## src/rtl/pwm_pkg.sv

```systemverilog
// Shared definitions for the servo PWM receive path:
// decoder FSM states, nominal 50 MHz widths and position codes.
package pwm_pkg;

    typedef enum logic [1:0] {
        WAIT_LOW  = 2'd0,
        WAIT_RISE = 2'd1,
        HIGH      = 2'd2
    } state_t;

    localparam int CLK_HZ_NOM     = 50_000_000;
    localparam int CNT_W_NOM      = 21;
    localparam int W_MIN_NOM      = 45_000;
    localparam int TH1_NOM        = 58_333;
    localparam int TH2_NOM        = 75_000;
    localparam int TH3_NOM        = 91_667;
    localparam int W_MAX_NOM      = 105_000;
    localparam int PERIOD_MAX_NOM = 1_100_000;

    localparam logic [1:0] POS_0 = 2'b00;
    localparam logic [1:0] POS_1 = 2'b01;
    localparam logic [1:0] POS_2 = 2'b10;
    localparam logic [1:0] POS_3 = 2'b11;

endpackage

```

## src/rtl/pwm_sync_edge.sv

```systemverilog
// Two-flop synchroniser for an asynchronous level input,
// with registered one-cycle rise and fall strobes.
module pwm_sync_edge (
    input  logic clk,
    input  logic rst,
    input  logic pwm,
    output logic level,
    output logic rise,
    output logic fall
);

    logic meta;
    logic sync;
    logic dly;

    // Preset high so a line already high at reset release
    // cannot produce a rise until it has been seen low.
    always_ff @(posedge clk) begin
        if (rst) begin
            meta <= 1'b1;
            sync <= 1'b1;
            dly  <= 1'b1;
            rise <= 1'b0;
            fall <= 1'b0;
        end else begin
            meta <= pwm;
            sync <= meta;
            dly  <= sync;
            rise <= sync & ~dly;
            fall <= ~sync & dly;
        end
    end

    assign level = sync;

endmodule

```

## src/rtl/pwm_decoder.sv

```systemverilog
// Servo PWM receiver: measures pulse high time, decodes the
// 2-bit position, flags illegal widths and loss of signal.
module pwm_decoder
    import pwm_pkg::*;
#(
    parameter int CNT_W      = CNT_W_NOM,
    parameter int W_MIN      = W_MIN_NOM,
    parameter int TH1        = TH1_NOM,
    parameter int TH2        = TH2_NOM,
    parameter int TH3        = TH3_NOM,
    parameter int W_MAX      = W_MAX_NOM,
    parameter int PERIOD_MAX = PERIOD_MAX_NOM
) (
    input  logic       clk,
    input  logic       rst,
    input  logic       pwm_in,
    output logic [1:0] pos,
    output logic       valid,
    output logic       err,
    output logic       lost
);

    localparam logic [CNT_W-1:0] CNT_MAX = '1;
    localparam logic [CNT_W-1:0] CNT_ONE = CNT_W'(1);
    localparam logic [CNT_W-1:0] W_MIN_C = CNT_W'(W_MIN);
    localparam logic [CNT_W-1:0] TH1_C   = CNT_W'(TH1);
    localparam logic [CNT_W-1:0] TH2_C   = CNT_W'(TH2);
    localparam logic [CNT_W-1:0] TH3_C   = CNT_W'(TH3);
    localparam logic [CNT_W-1:0] W_MAX_C = CNT_W'(W_MAX);
    localparam logic [CNT_W-1:0] PER_C   = CNT_W'(PERIOD_MAX);

    if (!(W_MIN < TH1 && TH1 < TH2 && TH2 < TH3 && TH3 < W_MAX &&
          W_MAX < PERIOD_MAX && PERIOD_MAX < (1 << CNT_W)))
    begin : g_param_check
        $error("pwm_decoder: thresholds out of order or too wide");
    end

    logic             level;
    logic             rise;
    logic             fall;
    state_t           state;
    logic [CNT_W-1:0] hi_cnt;
    logic [CNT_W-1:0] per_cnt;
    logic             legal;
    logic [1:0]       code;

    pwm_sync_edge u_sync (
        .clk   (clk),
        .rst   (rst),
        .pwm   (pwm_in),
        .level (level),
        .rise  (rise),
        .fall  (fall)
    );

    // Width classification of the pulse currently being measured.
    always_comb begin
        legal = (hi_cnt >= W_MIN_C) && (hi_cnt <= W_MAX_C);
        code  = POS_3;
        if (hi_cnt < TH1_C) begin
            code = POS_0;
        end else if (hi_cnt < TH2_C) begin
            code = POS_1;
        end else if (hi_cnt < TH3_C) begin
            code = POS_2;
        end
    end

    // Measurement FSM, period watchdog and registered outputs.
    always_ff @(posedge clk) begin
        if (rst) begin
            state   <= WAIT_LOW;
            hi_cnt  <= '0;
            per_cnt <= '0;
            pos     <= POS_0;
            valid   <= 1'b0;
            err     <= 1'b0;
            lost    <= 1'b1;
        end else begin
            valid <= 1'b0;
            err   <= 1'b0;

            if (rise) begin
                per_cnt <= CNT_ONE;
            end else begin
                if (per_cnt != CNT_MAX) begin
                    per_cnt <= per_cnt + CNT_ONE;
                end
                if (per_cnt >= PER_C) begin
                    lost <= 1'b1;
                end
            end

            unique case (state)
                WAIT_LOW: begin
                    if (!level) begin
                        state <= WAIT_RISE;
                    end
                end
                WAIT_RISE: begin
                    if (rise) begin
                        state  <= HIGH;
                        hi_cnt <= CNT_ONE;
                    end
                end
                HIGH: begin
                    if (fall) begin
                        state <= WAIT_RISE;
                        if (legal) begin
                            valid <= 1'b1;
                            pos   <= code;
                            lost  <= 1'b0;
                        end else begin
                            err <= 1'b1;
                        end
                    end else if (hi_cnt != CNT_MAX) begin
                        hi_cnt <= hi_cnt + CNT_ONE;
                    end
                end
                default: begin
                    state <= WAIT_LOW;
                end
            endcase
        end
    end

endmodule
```

## config.mk

```make
export PLATFORM = sky130hd
export DESIGN_NAME = pwm_decoder
export DESIGN_NICKNAME = d
export VERILOG_FILES = /design/src/rtl/pwm_pkg.sv /design/src/rtl/pwm_sync_edge.sv /design/src/rtl/pwm_decoder.sv
export SDC_FILE = /design/constraint.sdc
export NUM_CORES = 1
export LEC_CHECK = 0
export CORE_MARGIN = 2
export CORE_UTILIZATION = 45
export DETAILED_ROUTE_END_ITERATION = 8
export SYNTH_ARGS = -nofsm -noshare
export SYNTH_HDL_FRONTEND = slang
export SYNTH_SLANG_ARGS = --single-unit
```

## constraint.sdc

```tcl
create_clock -name clk -period 5.8 [get_ports clk]
set_input_delay 1.16 -clock clk [delete_from_list [all_inputs] [get_ports clk]]
set_output_delay 1.16 -clock clk [all_outputs]
set_load 0.01 [all_outputs]
```

== Yosys cells after proc, flatten, opt, wreduce, memory -nomap -nowiden ==
Index checks and enable logic that the tools add are counted.

* Add/subtract/negate cells: 2
* $lt $le $gt $ge: 6
* Equal/unequal tests: 9
* Multiplexer cells: 20
* Bitwise gates (word level): 6
* Reductions and logical operators: 9

{| class="wikitable"
|+ Operator list
! operator !! count
|-
| 21-bit 2-to-1 mux || 3
|-
| 21-bit by 1-bit adder with 21-bit output (second input constant) || 2
|-
| 21-bit by 17-bit < comparator with 1-bit output (second input constant) || 2
|-
| 21-bit inequality test (second input constant) || 2
|-
| 21-bit one-hot mux with 2 select lines || 1
|-
| 21-bit by 16-bit greater-or-equal comparator with 1-bit output (second input constant) || 1
|-
| 21-bit greater-or-equal comparator (second input constant) || 1
|-
| 21-bit by 17-bit <= comparator with 1-bit output (second input constant) || 1
|-
| 21-bit by 16-bit < comparator with 1-bit output (second input constant) || 1
|-
| 1-bit 2-to-1 mux || 10
|-
| 2-bit 2-to-1 mux || 5
|-
| 2-bit inequality test (second input constant) || 3
|-
| 2-bit one-hot mux with 3 select lines || 1
|-
| 3-bit AND reduction || 2
|-
| 2-bit by 1-bit inequality test with 1-bit output (second input constant) || 2
|-
| 1-bit NOT || 4
|-
| 4-bit AND reduction || 1
|-
| 2-bit nonzero test || 2
|-
| 3-bit OR reduction || 1
|-
| 1-bit bitwise AND || 2
|-
| 2-bit by 1-bit == test with 1-bit output (second input constant) || 1
|-
| 2-bit == test (second input constant) || 1
|-
| 2-bit zero test || 1
|-
| 2-bit OR reduction || 1
|-
| 1-bit logical AND || 1
|}

* Register bits after elaboration: 54
* Input port bits: 3
* Logic and storage cells: 65

== Logic depth before layout (Yosys ltp) ==
Gate-level depths: netlist of the first run.

* Depth in word-level cells: 6
* Mapped depth: 8
* Gate-level depth less buffers: 7

== Hierarchy ==
A second synthesis of the first run with hierarchy kept.

* Cells, all modules: 352
* Area total of the unflattened synthesis: 2951.6 sq um

{| class="wikitable"
|+ By module, submodules not included
! module !! times used !! cells each !! area an instance (sq um) !! sequential area each (sq um)
|-
| pwm_decoder || 1 || 342 || 2817.7 || 980.9
|-
| pwm_sync_edge || 1 || 10 || 133.9 || 100.1
|}

== Worst setup path after synthesis of the first run ==
Ideal clock, no wire load.

* Kind: input to register
* Start: input port rst
* End: register per_cnt[10]
* Arrival time: 2179 ps
* Slack: 3494 ps
* Cell stages on the path: 5
* Path buffers: 3
* Path through: clkbuf_1 > or2_2 > clkbuf_1 > clkbuf_1 > nor2_1

* Longest elaborated chain between the ends: 1

{| class="wikitable"
|+ Ends and longest elaborated chain
! item !! RTL line !! text
|-
| start: declaration || pwm_decoder.sv:15 || <nowiki>input logic rst,</nowiki>
|-
| 2-bit OR reduction (no source line) || - ||
|-
| end signal: assignment || pwm_decoder.sv:87 || <nowiki>per_cnt <= per_cnt + CNT_ONE;</nowiki>
|-
| end: declaration || pwm_decoder.sv:43 || <nowiki>logic [CNT_W-1:0] per_cnt;</nowiki>
|}

Every way passes these cells.
A chain may end at the register's enable or synchronous reset.

== Worst setup path in the final report of the first run ==
* Start: input port rst
* End: register per_cnt[5]

Same word-level chain as after synthesis.

==> results of run 1 <==
## registers in the layout, summed over array words and instances (netlist names)
signal and count:
lost 1, u_sync.fall 1, pos 2, u_sync.rise 1, err 1, state 2
u_sync.meta 1, per_cnt 21, hi_cnt 21, u_sync.dly 1, valid 1, u_sync.level 1
## cell usage after synthesis, types with 2 or more instances
| cell type | number | area, µm² |
|---|---|---|
| o31ai_1 | 7 | 52.55 |
| ha_1 | 4 | 50.05 |
| nor4b_1 | 2 | 17.52 |
| dfxtp_1 | 54 | 1081 |
| and4_1 | 7 | 61.31 |
| buf_4 | 2 | 15.01 |
| clkbuf_1 | 9 | 33.78 |
| inv_1 | 11 | 41.29 |
| o211ai_1 | 5 | 37.54 |
| xnor2_1 | 9 | 78.83 |
| nand4_1 | 7 | 43.79 |
| o31a_1 | 3 | 26.28 |
| nor2b_1 | 2 | 12.51 |
| or3_1 | 14 | 87.58 |
| or4_1 | 9 | 67.56 |
| and2_1 | 5 | 31.28 |
| a211o_1 | 3 | 26.28 |
| nor2_1 | 36 | 135.1 |
| and3b_1 | 3 | 26.28 |
| and3_1 | 9 | 56.30 |
| nand3_1 | 10 | 50.05 |
| nor3_1 | 10 | 50.05 |
| mux2i_1 | 3 | 30.03 |
| a41o_1 | 2 | 20.02 |
| or4b_1 | 2 | 20.02 |
| a21oi_1 | 25 | 125.1 |
| a2111oi_0 | 2 | 17.52 |
| nand2_1 | 36 | 135.1 |
| o21ai_0 | 18 | 90.09 |
| or2_2 | 7 | 43.79 |
| nor4_1 | 3 | 18.77 |
| buf_2 | 10 | 50.05 |
| a31oi_1 | 7 | 43.79 |
| a31o_2 | 4 | 35.03 |
| a221o_1 | 2 | 20.02 |
## power breakdown
| group | internal [mW] | switching (mW) | total (mW) |
|---|---|---|---|
| sequential | 0.374 | 0.00258 | 0.376 |
| combinational | 0.00632 | 0.0123 | 0.0186 |
| clock | 0.0964 | 0.129 | 0.226 |
## final cells by class
cell class	count	area [µm²]
fill	648	3258
clock buffer	6	82.58
multi-input combinational	278	1744
clock inverter	2	12.51
inverter	11	41.29
sequential	54	1081
timing repair buffer	7	70.07
tap	77	96.34
## layer usage
| metal | vias up | routed length, µm | global-route usage, % | part of all wire (%) |
|---|---|---|---|---|
| li1 | 1331 | - | - | - |
| met1 | 1230 | 3471 | 29.93 | 51 |
| met2 | 45 | 2938 | 29.76 | 43 |
| met3 | 11 | 264 | 3.599 | 3.9 |
| met4 | 0 | 116 | 6.926 | 1.7 |
| met5 | - | 0 | 0 | 0 |
## critical path: stages
cell	delay, ps
clkdlybuf4s50_1	790
or2_2	640
or4_1	530
o21ai_0	80
## cells by family after synthesis
| kind of cell | after synthesis |
|---|---|
| compound gates | 92 |
| xor+xnor | 10 |
| flops | 54 |
| mux | 3 |
| simple gates | 169 |
| buf+inv | 34 |
| fa+ha+maj | 4 |
## per-stage QoR
stage	power [mW]	cell area (µm²)	worst slack (ps)
after floorplan	0.3988	2980	3494
after global placement	0.4034	3033	2561
after detailed placement	0.4041	3033	2515
after CTS	0.6286	3128	2837
after global routing	0.6499	3128	2704
final	0.6207	3128	2830
## final timing paths
kind	start	end	slack [ps]
worst min-delay path	u_sync.dly	u_sync.rise	410
worst max-delay path	rst	per_cnt[5]	2830
worst min register to register	u_sync.dly	u_sync.rise	410
worst max register to register	per_cnt[5]	per_cnt[12]	3300
==> impl_metrics.toml, run 1 <==
[run_status]
status = "finished, final reports clean"

[global_routing]
grt_antenna_before_repair = 0
grt_use_total_pct = 20.30
grt_pass1_vias = 2456
grt_pass1_wl_mm = 12.08
gr-total-overflow = 0
grt_max_degree = 21

[layout]
diodes = 0
nets = 364
fin_cells = 435
mostFrequentLayoutCells = "dfxtp_1 (54), nor2_1 (36), nand2_1 (36)"
utilization_pct = 48.98
area_growth_pct = 4.954
drive_above_1_share_pct = 7.263
final_common_cell = "dfxtp_1"

[timing]
hold_viol = 0
fin_crit_ps = 2970
drv_slew = 0
rsz0062_at_grt = "no"
setup_tns_ps = 0
holdWs_ps = 412.1
fin_skew_ps = 12.36
tightest_slew_ps = 1035
finalSetupViolCount = 0
slew_headroom_pct = 30.38
fin_crit_sh_pct = 51.20
fmax_ghz = 0.3367

[critical_path]
arrival_ps = 3210
worst_setup_path_start_kind = "primary input"
crit_fanout = 20
critPathKind = "primary input to register"
rr_worst_depth = 5
endpoint_kind = "register"
cp.required_ps = 6040

[clock_network]
clockRootBuffer = "clkbuf_8"
clock_path_buffers = 2
clk_latency_ps = 310
cts_tree = "yes"
clk_pin_slew_ps = 100
cts_setup_buffers = 0
cts_max_level = 2
holdBufCountCts = 0
cts.sinks = 54
cts_made_buffers = 5
post_cts_resized = 0

[synth]
synth_flop_cell = "dfxtp_1"
yosysWarnings = 0
synthXorXnorAreaFrac_pct = 2.939
synth.cell_area_um2 = 2980
ys_seq_elements = 54
synth_simple_gate_area_share_pct = 30.73
synth_cell_type_count = 59
synth-compound-area-share_pct = 22.17
synth_edf_count = 0
synth_cells = 366
synth_top_family_by_area = "simple AND/OR/NAND/NOR gates"
synthMuxAreaShare_pct = 1.008
yosys.area_share.adder_pct = 1.679
syn_nets = 373
syn_avg_cell_area_um2 = 8.143
synth-async-reset-ratio_pct = 0
seq_area_frac_synth_pct = 36.27

[placement]
gp_congestion = 0.8890
dp_hpwl_mm = 4.863
io_buffers = 7
placedCellCount = 427

[detailed_routing]
wl_per_cell_um = 15.61
dr.pass1.iters = 4
vias_per_cell = 6.016
vias = 2617
drt-total-wl_mm = 6.790
drc = 0
drt_iter0_drc = 211
ant_nets = 0

[floorplan]
design.die.area_um2 = 7290
core_area_um2 = 6386
ios = 8
rows = 29
die_h_um = 85.38
fp.dieW_um = 85.38
start_util_pct = 46.67

[pwr]
p_leak_nw = 1.049
peakVddDrop_mv = 0.1316
p_per_area_nw_per_um2 = 198.4

[hold_path]
hold_depth = 1
holdCritPathClass = "register to register"

[flow_run]
max_cap_violations = 0
No activity file was read; power rests on OpenSTA's default activity.
==> inputs of run 2 (changes only) <==
- clock period: 5.8 -> 2.6 ns (I/O delays scaled with it)
==> run 2 against run 1 <==
Net effect: clock-buffer cell count fell by 1; cell count rose by 3.0%; critical path depth rose by 1; hold slack got worse by 3.2 ps; worst setup slack got worse by 2400 ps; total power rose by 120%; routed wire length rose by 1.2%.
==> impl_metrics.toml, run 2 (synthesis results as in run 1) <==
[run_status]
status = "finished, final reports clean"

[clock_network]
holdBufCountCts = 0
clockRootBuffer = "clkbuf_8"
clock_path_buffers = 2
cts_made_buffers = 5
clk_latency_ps = 310
post_cts_resized = 0
cts_setup_buffers = 0
cts.sinks = 54
clk_pin_slew_ps = 110
cts_tree = "yes"
cts_max_level = 2

[timing]
fin_crit_sh_pct = 82.49
fmax_ghz = 0.4663
fin_crit_ps = 2145
finalSetupViolCount = 0
tightest_slew_ps = 574.7
drv_slew = 0
hold_viol = 0
fin_skew_ps = 13.47
worst_slack_ps = 455.3
setup_tns_ps = 0
slew_headroom_pct = 61.55
rsz0062_at_grt = "no"

[critical_path]
rr_worst_depth = 5
endpoint_kind = "register"
r2r-end = "hi_cnt[8]"
crit_start = "hi_cnt[1]"
critPathKind = "register to register"
r2r_setup_slack_ps = 460
r2r_start = "hi_cnt[1]"
worst_setup_path_start_kind = "register"
arrival_ps = 2360
crit_fanout = 7
cp.required_ps = 2820
crit_path_end = "hi_cnt[8]"

[pwr]
swShare_pct = 23.69
clkPwrFrac_pct = 35.4
power_frac_comb_pct = 3.4
p_switching_uw = 325.0
peakVddDrop_mv = 0.2565
seq_power_share_pct = 61.3
p_per_area_nw_per_um2 = 425.2
p_leak_nw = 1.114
p_int_mw = 1.047

[detailed_routing]
vias = 2652
ant_nets = 0
dr.pass1.iters = 5
drt_iter0_drc = 157
drc = 0
vias_per_cell = 5.920
drt-total-wl_mm = 6.871
wl_per_cell_um = 15.34

[floorplan]
start_util_pct = 46.67
ios = 8
core_area_um2 = 6386
fp.dieW_um = 85.38
design.die.area_um2 = 7290
die_h_um = 85.38
rows = 29

[flow_run]
max_cap_violations = 0

[global_routing]
grt_use_total_pct = 20.08
grt_pass1_vias = 2504
grt_max_degree = 20
grt_pass1_wl_mm = 11.87
grt_antenna_before_repair = 0
gr-total-overflow = 0

[layout]
top_regs = "hi_cnt: 21 flops, per_cnt: 21 flops"
diodes = 0
fill_cells = 655
final_common_cell = "dfxtp_1"
mostFrequentLayoutCells = "dfxtp_1 (54), nor2_1 (36), nand2_1 (36)"
drive_above_1_share_pct = 10.51
nets = 377
area_growth_pct = 8.228

[placement]
dp_hpwl_mm = 5.036
gp_congestion = 0.7962
io_buffers = 7
dp_slack_ps = 344.6

[hold_path]
holdCritPathClass = "register to register"
## run 2: cell count changes in the layout (fill, tap and decap cells not counted)
cell	before	now
clkinv_4	0	3
clkbuf_8	6	5
buf_4	0	13
clkinvlp_4	1	0
clkinv_2	1	0
## run 2: worst min path at each step
stage / slack, ps / depth (start not counted) / startpoint / endpoint
after floorplan: 390 / 1 / u_sync.meta / u_sync.level
after global placement: 390 / 1 / u_sync.meta / u_sync.level
after detailed placement: 400 / 1 / u_sync.dly / u_sync.rise
after CTS: 410 / 1 / u_sync.dly / u_sync.rise
after global routing: 450 / 1 / u_sync.meta / u_sync.level
final: 410 / 1 / u_sync.dly / u_sync.rise
## run 2: power groups by stage
stage,sequential [mW],clock [mW],combinational [mW]
floorplan,0.858,0,0.0321
finish,0.840,0.485,0.0460
global placement,0.859,0,0.0458
CTS,0.840,0.503,0.0470
global route,0.842,0.534,0.0522
detailed placement,0.859,0,0.0468
## run 2: per-layer routing
layer / GRT usage, % / vias up / wire length, µm
met2: 34.87 / 39 / 3378
met1: 25.46 / 1239 / 3215
met4: 6.494 / 0 / 118
met5: 0 / - / 0
li1: - / 1363 / -
met3: 3.016 / 11 / 159
## run 2: critical path, cell delays in order, from the launching register on
cell and delay, ps:
dfxtp_1 450, ha_1 220, nand3_1 190, or3_1 530, o311a_1 410, a31o_2 260
## run 2: final cells by class
cell class | count | area, µm² | area share (%)
timing repair buffer | 20 | 167.7 | 5.198
clock inverter | 3 | 26.28 | 0.8146
inverter | 11 | 41.29 | 1.280
sequential | 54 | 1081 | 33.51
clock buffer | 5 | 68.82 | 2.133
tap | 77 | 96.34 | 2.987
multi-input combinational | 278 | 1744 | 54.07
## run 2: through the flow
step                      power (mW)  area (µm²)  hold slack [ps]  utilization, %  cells
after floorplan               0.8897        2980            389.5               -    366
after global placement        0.9049        3131            392.3           49.02    440
after detailed placement      0.9061        3131            400.7           49.02    440
after CTS                      1.390        3226            409.0           50.51    448
after global routing           1.429        3226            445.1           50.51    448
final                          1.372        3226            408.9           50.51    448
==> inputs of run 3 (changes only) <==
- clock period: 2.6 -> 2 ns (I/O delays scaled with it)
==> run 3 against run 2 <==
Net effect: clock-buffer cell count increased by 2; combinational power increased by 40%; clock skew about the same; sequential share of layout area decreased by 2.7 points; cell count increased by 6.9%; die area unchanged; non-clock buffer count increased by 31.
==> impl_metrics.toml, run 3 (synthesis results as in run 1) <==
[critical_path]
r2r_setup_slack_ps = 70
worst_setup_path_start_kind = "register"
cp.required_ps = 2250
crit_fanout = 5
arrival_ps = 2180
endpoint_kind = "register"
critPathKind = "register to register"

[timing]
fin_crit_ps = 1930
slew_headroom_pct = 59.78
hold_viol = 0
fmax_ghz = 0.5181
drv_slew = 0
tightest_slew_ps = 588.1
finalSetupViolCount = 0
fin_skew_ps = 13.84
fin_crit_sh_pct = 96.51
holdWs_ps = 414.7
rsz0062_at_grt = "no"

[layout]
diodes = 0
fill_cells = 664
drive_above_1_share_pct = 20.65
mostFrequentLayoutCells = "dfxtp_1 (50), buf_4 (43), nor2_1 (36), nand2_1 (36), a21oi_1 (25)"
layout.area.seq_um2 = 1086
nets = 408
top_regs = "hi_cnt: 21 flops, per_cnt: 21 flops"
area_growth_pct = 18.26
multi_input_area_um2 = 1792
final_common_cell = "dfxtp_1"
fin_cells = 479
fin_area_um2 = 3525

[placement]
placedCellCount = 468
dpl_cell_area_um2 = 3341
gp_congestion = 0.8355
dp_hpwl_mm = 5.429
io_buffers = 7

[clock_network]
clockRootBuffer = "clkbuf_8"
cts_max_level = 2
cts_made_buffers = 5
clk_pin_slew_ps = 110
cts_tree = "yes"
clk_latency_ps = 320
clock_path_buffers = 2
cts.sinks = 54

[global_routing]
met2_usage_pct = 37.29
grt_util_met1_pct = 25.66
grt_max_degree = 20
grt_use_total_pct = 21.09
gr-usage-met3_pct = 3.891
grt_pass1_wl_mm = 12.54
busiest_layer = "met2"
grt_pass1_vias = 2686
grt_antenna_before_repair = 0
gr-total-overflow = 0

[detailed_routing]
vias_per_cell = 5.797
vias = 2777
drc = 0
drt-total-wl_mm = 7.353
drt_iter0_drc = 153
ant_nets = 0
wl_per_cell_um = 15.35
dr.pass1.iters = 4

[pwr]
swShare_pct = 22.95
clkPwrFrac_pct = 37.6
power_frac_comb_pct = 3.5
p_int_mw = 1.429
p_per_area_nw_per_um2 = 526.1
peakVddDrop_mv = 0.3596
p_leak_nw = 1.287
seq_power_share_pct = 58.9
p_switching_uw = 425.7
total_power_mw = 1.854

[floorplan]
ios = 8
design.die.area_um2 = 7290
fp.dieW_um = 85.38
die_h_um = 85.38
rows = 29
core_area_um2 = 6386
start_util_pct = 46.67

[run_status]
status = "finished, final reports clean"

[flow_run]
max_cap_violations = 0

[hold_path]
holdCritPathClass = "register to register"
[run 3: cell count changes in the layout (fill, tap and decap cells not counted), sizes merged]
cell    delta
clkbuf     +2
clkinv     -2
buf       +31
[run 3: final cells by class]
cell class                 instances  share of cell area [%]
timing repair buffer              51                   11.47
multi-input combinational        278                   50.83
sequential                        54                   30.81
inverter                          11                   1.171
clock inverter                     1                  0.2485
clock buffer                       7                   2.733
tap                               77                   2.733
[run 3: metal layers]
metal	vias up	wire, µm
met5	-	0
met4	0	119
met3	10	197
met2	35	3616
met1	1316	3420
li1	1416	-
[run 3: worst max-delay path: stages, from the launching register on]
cell and delay [ps]:
dfxtp_1 330, or4_4 560, or3_4 420, a211o_1 340, a221oi_2 210
[run 3: path summary, 6_finish.rpt]
path                            depth (start not counted)      endpoint        start
worst min register to register                          1  u_sync.level  u_sync.meta
worst max-delay path                                    4        pos[1]   hi_cnt[17]
worst min-delay path                                    1  u_sync.level  u_sync.meta
worst max register to register                          4        pos[1]   hi_cnt[17]
[run 3: power by group through the flow]
stage / Clock, mW / Sequential (mW) / Combinational (mW)
after floorplan: 0 / 1.11 / 0.0417
after global placement: 0 / 1.12 / 0.0640
after detailed placement: 0 / 1.12 / 0.0651
after CTS: 0.725 / 1.09 / 0.0653
after global routing: 0.758 / 1.09 / 0.0738
final: 0.698 / 1.09 / 0.0646
[run 3: repair_timing]
item | in CTS | in global routing
hold buffers | 0 | 0
resized for setup | 0 | 18
setup endpoints to repair | 0 | 17
buffers inserted | 0 | 2
[run 3: per-stage QoR]
step | utilization [%] | TNS, ps | setup slack, ps
final | 55.19 | 0 | 69.75
after global routing | 55.19 | 0 | 1.806
after CTS | 53.96 | 0 | 4.715
after detailed placement | 52.31 | -0.4872 | -0.4872
after global placement | 52.31 | 0 | 62.00
after floorplan | - | 0 | 16.14
